--- src/rtl/pc_sequencer.sv ---
// ---------------------------------------------------------------------------
// pc_sequencer
//   Control FSM that steps the program counter register through
//   FETCH -> DECODE -> EXEC. It requests an instruction, latches the returned
//   opcode/target, computes the next PC and pulses the PC register load.
//
//   Optional build macro: SEQ_STACK_EN
//     defined   : return-address stack of STACK_DEPTH entries for CALL/RET,
//                 with a sticky over/underflow flag on STK_ERR.
//     undefined : CALL behaves as JMP, RET as NOP, STK_ERR tied low.
//
// Ports
//   CLK        in   clock, rising edge
//   RESET      in   asynchronous, active-high reset
//   START      in   begin/resume execution from IDLE or HALT
//   PC_CUR     in   current PC register value             [ADDR_W]
//   MEM_ACK    in   instruction memory data valid
//   OPCODE     in   instruction opcode                     [3]
//   TARGET     in   jump/branch/call target                [ADDR_W]
//   ZERO       in   datapath zero flag (sampled in DECODE)
//   FETCH_REQ  out  fetch request, held until MEM_ACK
//   IR_LOAD    out  instruction register capture strobe (FETCH && MEM_ACK)
//   PC_NEXT    out  next PC, drives the PC register data input [ADDR_W]
//   PC_LOAD    out  one-cycle PC register load enable (EXEC)
//   HALTED     out  high in HALT
//   STK_ERR    out  sticky stack over/underflow flag
// ---------------------------------------------------------------------------
module pc_sequencer #(
  parameter int unsigned ADDR_W      = 2,
  parameter int unsigned STACK_DEPTH = 2
) (
  input  logic              CLK,
  input  logic              RESET,
  input  logic              START,
  input  logic [ADDR_W-1:0] PC_CUR,
  input  logic              MEM_ACK,
  input  logic [2:0]        OPCODE,
  input  logic [ADDR_W-1:0] TARGET,
  input  logic              ZERO,
  output logic              FETCH_REQ,
  output logic              IR_LOAD,
  output logic [ADDR_W-1:0] PC_NEXT,
  output logic              PC_LOAD,
  output logic              HALTED,
  output logic              STK_ERR
);

  typedef enum logic [2:0] {
    S_IDLE   = 3'd0,
    S_FETCH  = 3'd1,
    S_DECODE = 3'd2,
    S_EXEC   = 3'd3,
    S_HALT   = 3'd4
  } state_t;

  localparam logic [2:0] OP_NOP  = 3'b000;
  localparam logic [2:0] OP_JMP  = 3'b001;
  localparam logic [2:0] OP_BRZ  = 3'b010;
  localparam logic [2:0] OP_BRNZ = 3'b011;
  localparam logic [2:0] OP_CALL = 3'b100;
  localparam logic [2:0] OP_RET  = 3'b101;
  localparam logic [2:0] OP_HLT  = 3'b110;

  state_t              r_state;
  state_t              w_next_state;
  logic                w_fetch_req_d;
  logic                w_pc_load_d;
  logic                w_halted_d;

  logic                r_fetch_req;
  logic                r_pc_load;
  logic                r_halted;
  logic [2:0]          r_opcode;
  logic [ADDR_W-1:0]   r_target;
  logic [ADDR_W-1:0]   r_pc_next;

  logic                w_ir_load;
  logic                w_in_decode;
  logic [ADDR_W-1:0]   w_pc_inc;
  logic [ADDR_W-1:0]   w_pc_calc;
  logic [ADDR_W-1:0]   w_ret_pc;

  // Instruction capture happens in the cycle memory acknowledges the fetch.
  assign w_ir_load   = (r_state == S_FETCH) && MEM_ACK;
  assign w_in_decode = (r_state == S_DECODE);

  // Sequential increment wraps naturally at ADDR_W bits.
  assign w_pc_inc    = PC_CUR + ADDR_W'(1);

  // State register.
  always_ff @(posedge CLK or posedge RESET) begin
    if (RESET) begin
      r_state <= S_IDLE;
    end else begin
      r_state <= w_next_state;
    end
  end

  // Next-state decode plus next values of the registered Moore outputs.
  always_comb begin
    w_next_state  = r_state;
    w_fetch_req_d = 1'b0;
    w_pc_load_d   = 1'b0;
    w_halted_d    = 1'b0;

    case (r_state)
      S_IDLE: begin
        if (START) begin
          w_next_state = S_FETCH;
        end
      end
      S_FETCH: begin
        if (MEM_ACK) begin
          w_next_state = S_DECODE;
        end
      end
      S_DECODE: begin
        w_next_state = S_EXEC;
      end
      S_EXEC: begin
        w_next_state = (r_opcode == OP_HLT) ? S_HALT : S_FETCH;
      end
      S_HALT: begin
        if (START) begin
          w_next_state = S_FETCH;
        end
      end
      default: begin
        w_next_state = S_IDLE;
      end
    endcase

    // Outputs are registered from the state being entered, so they line up
    // exactly with the state register and clear with it on RESET.
    w_fetch_req_d = (w_next_state == S_FETCH);
    w_pc_load_d   = (w_next_state == S_EXEC);
    w_halted_d    = (w_next_state == S_HALT);
  end

  // Registered control outputs.
  always_ff @(posedge CLK or posedge RESET) begin
    if (RESET) begin
      r_fetch_req <= 1'b0;
      r_pc_load   <= 1'b0;
      r_halted    <= 1'b0;
    end else begin
      r_fetch_req <= w_fetch_req_d;
      r_pc_load   <= w_pc_load_d;
      r_halted    <= w_halted_d;
    end
  end

  // Instruction latch: opcode and target captured on the acknowledge cycle.
  always_ff @(posedge CLK or posedge RESET) begin
    if (RESET) begin
      r_opcode <= 3'b000;
      r_target <= '0;
    end else if (w_ir_load) begin
      r_opcode <= OPCODE;
      r_target <= TARGET;
    end
  end

  // Next-PC selection from the latched instruction; ZERO is live in DECODE.
  always_comb begin
    w_pc_calc = w_pc_inc;
    case (r_opcode)
      OP_NOP, OP_HLT:  w_pc_calc = w_pc_inc;
      OP_JMP, OP_CALL: w_pc_calc = r_target;
      OP_BRZ:          w_pc_calc = ZERO ? r_target : w_pc_inc;
      OP_BRNZ:         w_pc_calc = ZERO ? w_pc_inc : r_target;
      OP_RET:          w_pc_calc = w_ret_pc;
      default:         w_pc_calc = w_pc_inc;
    endcase
  end

  // PC_NEXT is updated only in DECODE and holds through EXEC and beyond.
  always_ff @(posedge CLK or posedge RESET) begin
    if (RESET) begin
      r_pc_next <= '0;
    end else if (w_in_decode) begin
      r_pc_next <= w_pc_calc;
    end
  end

`ifdef SEQ_STACK_EN
  // Pointer counts 0..STACK_DEPTH; storage is rounded up to a power of two
  // so the entry index never needs more bits than the array provides.
  localparam int unsigned SP_W  = $clog2(STACK_DEPTH + 1);
  localparam int unsigned IDX_W = (STACK_DEPTH > 1) ? $clog2(STACK_DEPTH) : 1;
  localparam int unsigned STK_N = 1 << IDX_W;

  logic [ADDR_W-1:0] r_stack [STK_N];
  logic [SP_W-1:0]   r_sp;
  logic              r_stk_err;
  logic              w_full;
  logic              w_empty;
  logic              w_push;
  logic              w_pop;
  logic              w_stk_fault;
  logic [IDX_W-1:0]  w_top_idx;
  logic [IDX_W-1:0]  w_push_idx;

  assign w_full      = (r_sp == SP_W'(STACK_DEPTH));
  assign w_empty     = (r_sp == '0);
  assign w_top_idx   = IDX_W'(r_sp - SP_W'(1));
  assign w_push_idx  = IDX_W'(r_sp);
  assign w_push      = w_in_decode && (r_opcode == OP_CALL) && !w_full;
  assign w_pop       = w_in_decode && (r_opcode == OP_RET)  && !w_empty;
  assign w_stk_fault = w_in_decode &&
                       (((r_opcode == OP_CALL) && w_full) ||
                        ((r_opcode == OP_RET)  && w_empty));

  // An empty-stack RET falls through to the next sequential address.
  assign w_ret_pc = w_empty ? w_pc_inc : r_stack[w_top_idx];

  // Return-address stack and sticky error flag.
  always_ff @(posedge CLK or posedge RESET) begin
    if (RESET) begin
      r_sp      <= '0;
      r_stk_err <= 1'b0;
      for (int unsigned i = 0; i < STK_N; i++) begin
        r_stack[i] <= '0;
      end
    end else begin
      if (w_push) begin
        r_stack[w_push_idx] <= w_pc_inc;
        r_sp                <= r_sp + SP_W'(1);
      end else if (w_pop) begin
        r_sp <= r_sp - SP_W'(1);
      end
      if (w_stk_fault) begin
        r_stk_err <= 1'b1;
      end
    end
  end

  assign STK_ERR = r_stk_err;
`else
  // Without the stack, RET degenerates to a sequential step.
  logic w_unused_depth;

  assign w_ret_pc       = w_pc_inc;
  assign STK_ERR        = 1'b0;
  // Stack depth only matters when the return stack is built.
  assign w_unused_depth = ^STACK_DEPTH;
`endif

  assign FETCH_REQ = r_fetch_req;
  assign IR_LOAD   = w_ir_load;
  assign PC_NEXT   = r_pc_next;
  assign PC_LOAD   = r_pc_load;
  assign HALTED    = r_halted;

endmodule

--- config.mk ---
export PLATFORM = sky130hd
export DESIGN_NAME = pc_sequencer
export DESIGN_NICKNAME = d
export VERILOG_FILES = /design/src/rtl/pc_sequencer.sv
export SDC_FILE = /design/constraint.sdc
export NUM_CORES = 1
export LEC_CHECK = 0
export ABC_AREA = 0
export CAP_MARGIN = 20
export CORE_ASPECT_RATIO = 1.2
export CORE_UTILIZATION = 35
export CTS_CLUSTER_SIZE = 24
export DETAILED_ROUTE_END_ITERATION = 12
export GPL_ROUTABILITY_DRIVEN = 0
export PLACE_DENSITY = 0.77
export RECOVER_POWER = 50
export SLEW_MARGIN = 10
export SYNTH_ARGS = -nofsm -noshare
export SYNTH_HDL_FRONTEND = slang
export SYNTH_SLANG_ARGS = --single-unit
--- constraint.sdc ---
create_clock -name CLK -period 1.4 [get_ports CLK]
set_clock_uncertainty 0.1 [all_clocks]
set_input_delay 0.21 -clock CLK [delete_from_list [all_inputs] [get_ports CLK]]
set_output_delay 0.21 -clock CLK [all_outputs]
set_load 0.01 [all_outputs]
==> Yosys cells after proc, flatten, opt, wreduce, memory -nomap -nowiden <==
Index checks and enable logic that the tools add are counted.
Widths: inputs -> output; s select.
{ "totals": {"regBits": 13, "in_bits": 12, "out_inout_bits": 7, "elab_cells": 31} }
{ "classes": {"n_addsub": 1, "n_eq_ne": 12, "muxes": 7, "reduce_logical": 4} }
{ "ops": {"columns": ["cell", "count"], "rows": [
  ["$eq 3x2->1 const B", 5],
  ["$eq 3x3->1 const B", 4],
  ["$pmux 3 s4", 1],
  ["$eq 3x1->1 const B", 3],
  ["$mux 3", 3],
  ["$pmux 2 s3", 1],
  ["$mux 2", 2],
  ["$reduce_or 2->1", 2],
  ["$logic_not 3->1", 1],
  ["$add 2x1->2 const B", 1],
  ["$logic_and 1x1->1", 1]
]} }

==> Logic depth before layout (Yosys ltp) <==
{ "depth": {"word_depth": 4, "ltp_mapped": 4, "ltp_nobuf": 4} }

==> Worst setup path after synthesis <==
No wires, ideal clock.
{ "synth_timing": {"kind": "reg2reg", "from": "register r_state[1]", "to": "register r_opcode[0]", "setup_time_ns": 0.125, "arrival_time_ns": 1.281, "required_ns": 1.175, "path_slack_ns": -0.106, "stages_incl_launch_ff": 4, "path_buffers": 0, "synth_period_minus_slack_ns": 1.506, "path_cell_list": "dfrtp_1 nor2b_1 nor3b_4 mux2_2"} }
{ "synth_via": {"elab_chain_len": 2} }
{ "synth_lines": {"columns": ["item", "line_no", "rtl"], "rows": [
  ["start, declared", "64", "state_t r_state;"],
  ["start signal, assigned", "95", "r_state <= w_next_state;"],
  ["$eq 3x1->1", "84", "assign w_ir_load = (r_state == S_FETCH) && MEM_ACK;"],
  ["$logic_and 1x1->1", "84", null],
  ["named net IR_LOAD", "41", "output logic IR_LOAD,"],
  ["end signal, assigned", "156", "r_opcode <= 3'b000;"],
  ["end signal, assigned", "159", "r_opcode <= OPCODE;"],
  ["end, declared", "73", "logic [2:0] r_opcode;"]
]} }
The timed path passes the listed nets, and every way through them passes these cells.
A chain may end at the register's enable or synchronous reset.

==> Worst setup path in the final report <==
{ "layout_timing": {"from": "register r_state[1]", "to": "output IR_LOAD"} }
{ "layout_via": {"elab_chain_len": 2} }
{ "layout_lines": {"columns": ["item", "line_no"], "rows": [
  ["$eq 3x1->1", "84"],
  ["$logic_and 1x1->1", "84"],
  ["end, declared", "41"]
]} }
No other way between the ends.

==> summary.md <==
| Metric | Value |
|---|---|
| Status | `finished, violations left` |
| Failing checks | `negative setup slack` |
| Synth Flop Type | `dfrtp_1` |
| Post-synthesis sequential area ratio | `0.541` |
| Cell Count Post-Placement | `just over 90` |
| Final net count | `90` |
| Top-area cell type share of the netlist area | `0.541` |
| Crit path max fanout | `2` |
| Finished Layout Cells | `95` |
| Synthesized area per cell | `11.8 um^2` |
| Clock Pin Slew Worst Setup and Hold Paths | `approximately 0.08 ns` |
| # IOs | `19` |
| Leak | `~0.4 nW` |
| Post-layout minimum cycle time | `about 1.5 ns` |
| WL final | `1040 um` |
| Rows | `16` |
| H-tree Lvls | `1` |
| Vias in the first global route | `388` |
| Fin util | `0.534` |
| Post-synth top area cell | `dfrtp_1` |
| Routed len/inst | `11.0 um` |
| RSZ-0062 raised after global routing | `true` |
| Worst path arrival time | `1.14 ns` |
| Hold WS | `0.280 ns` |
| CP Capture Type | `output port` |
| Initial antenna violation count | `0` |
| Share of cells above drive strength 1 | `0.286` |
| Max_cap viols | `0` |
| Final period util | `1.04` |
| Mapped cell area | `602 um^2` |
| I/O Buffers | `17` |
| Yosys Warn Count | `0` |
| Post-DR vias/cell | `4.96` |
| VDD IR max | `0.704 mV` |
| Seq cells post-synth | `13` |
| GRT Total Usage | `0.129` |
| Die area | `1890 um^2` |
| Post-route antenna net violation count | `0` |
| Worst hold path class | `in -> async` |
| Core area | `1620 um^2` |
| Drt initial violations | `5` |
| Final hold vios | `0` |
| Fmax | `0.689 GHz` |
| Number of synthesized flops with an enable pin | `0` |
| Die width | `between 30 and 40 um` |
| Drt first pass iters | `4` |
| Design area | `866 um^2` |
| Total placed instance area | `around 840 um^2` |
| Dpl ws | `-0.470 ns` |
| TritonCTS clock tree | `yes` |
| Worst reg2reg startpoint | `r_state[1]` |
| Global-route wire length before repair | `1570 um` |
| Asr flop ratio synth | `1.00` |
| N_diodes | `0` |
| Number of library cell types mapped by synthesis | `25` |
| Worst Setup Path Type | `reg -> out` |
| Mapped Cells | `51` |
| Post-synthesis net count | `63` |
| Die Ht | `47.4 um` |
| Worst Path Required | `1.09 ns` |
| Root Driver | `clkbuf_4` |
| Worst-Skew Late Latency | `0.28 ns` |
| Cts bufs inserted | `3` |
| Initial core utilization | `0.371` |
| Setup crit start | `r_state[1]` |
| Slew Limit Fails | `0` |
| Via count | `471` |
| Largest net degree at the start of global routing | `14` |
| Bufs on Longest Clock Path | `2` |
| Fin worst setup slack | `-0.0513 ns` |
| DP Wirelength | `832 um` |
| # DRC | `0` |
| Startpoint Class | `flip-flop` |
| Layout Area Growth over Synthesis | `43.9%` |
| Dominant cells by area after synthesis | `dfrtp_1 54%, mux2_2 9.4%, nor3b_4 3.1%` |
| CTS Sinks | `13` |
| PwrDens | `1910 nW/um^2` |
| Total congestion overflow | `0` |
| Final setup fails | `6` |
==> sequential cells by signal (all words and copies together), names as in the netlist <==
| register | count |
|---|---|
| r_state | 3 |
| PC_NEXT | 2 |
| r_target | 2 |
| r_opcode | 3 |
| HALTED | 1 |
| PC_LOAD | 1 |
| FETCH_REQ | 1 |
==> repair_timing <==
item	in CTS	in global routing
resized for setup	10	1
setup buffers	0	0
endpoints found under the hold margin	0	0
endpoints found under the setup margin	11	8
pin swaps	0	0
hold buffers	0	0
gates cloned	0	0
==> kinds of logic after synthesis <==
kind of cell           after synthesis  share of synthesized area
AO/OA/AOI/OAI                        7                     0.0873
buffers and inverters                6                     0.0437
AND/OR/NAND/NOR                     16                      0.183
XOR/XNOR                             2                     0.0291
multiplexers                         6                      0.110
other                                1                    0.00623
flip-flops                          13                      0.541
==> final timing paths <==
check	end	slack, ns	cells past startpoint
worst max-delay path	IR_LOAD	-0.05	3
worst min-delay path	r_state[0]	0.28	2
worst max register to register	r_target[1]	-0.03	4
worst min register to register	r_target[1]	0.42	1
max in group asynchronous	PC_NEXT[0]	0.60	2
min in group CLK	r_target[1]	0.42	1
==> critical path: stages, from the launching register on <==
cell and delay (ns):
dfrtp_1 0.42, nor2b_4 0.12, nor3b_4 0.18, buf_2 0.15
==> layout by cell type (no fill, tap or decap), types with 3 or more instances in the layout <==
cell type        instances
mux2_2                   5
inv_1                    4
buf_4                    7
nand2_1                  4
o21ai_0                  3
clkdlybuf4s50_1         10
dfrtp_1                 13
clkbuf_4                 3
nor2_1                   3
dlygate4sd2_1            5
==> Yosys cell counts (3+ instances only) <==
library cell  count
o21ai_0           3
inv_1             4
dfrtp_1          13
mux2_2            5
nor2_1            3
nand2_1           4
==> power breakdown <==
part,internal [mW],switching (mW),leakage (nW)
combinational,0.454,0.301,0.233
sequential,0.538,0.125,0.159
clock,0.111,0.123,0.0150
total,1.10,0.549,0.407
==> cell type report <==
| type | instances | area, um^2 |
|---|---|---|
| clock buffers | 4 | 26.3 |
| inverters | 4 | 15.0 |
| multi-input cells | 32 | 265 |
| well taps | 18 | 22.5 |
| repair buffers | 24 | 211 |
| flip-flops and latches | 13 | 325 |
| fillers | 150 | 756 |
==> metrics by stage <==
stage / TNS (ns) / power, mW
after floorplan: -0.349 / 1.09
after global placement: -2.35 / 1.43
after detailed placement: -2.71 / 1.46
after CTS: -0.283 / 1.65
after global routing: -0.735 / 1.78
final: -0.207 / 1.65
==> per-layer routing <==
metal	share of wire	track usage	vias to the layer above
li1	-	-	228
met4	0.019	0.0621	0
met3	0.055	0.0279	2
met1	0.46	0.155	225
met2	0.47	0.216	16
met5	0	0	-
Power figures use the tool's default switching activity.
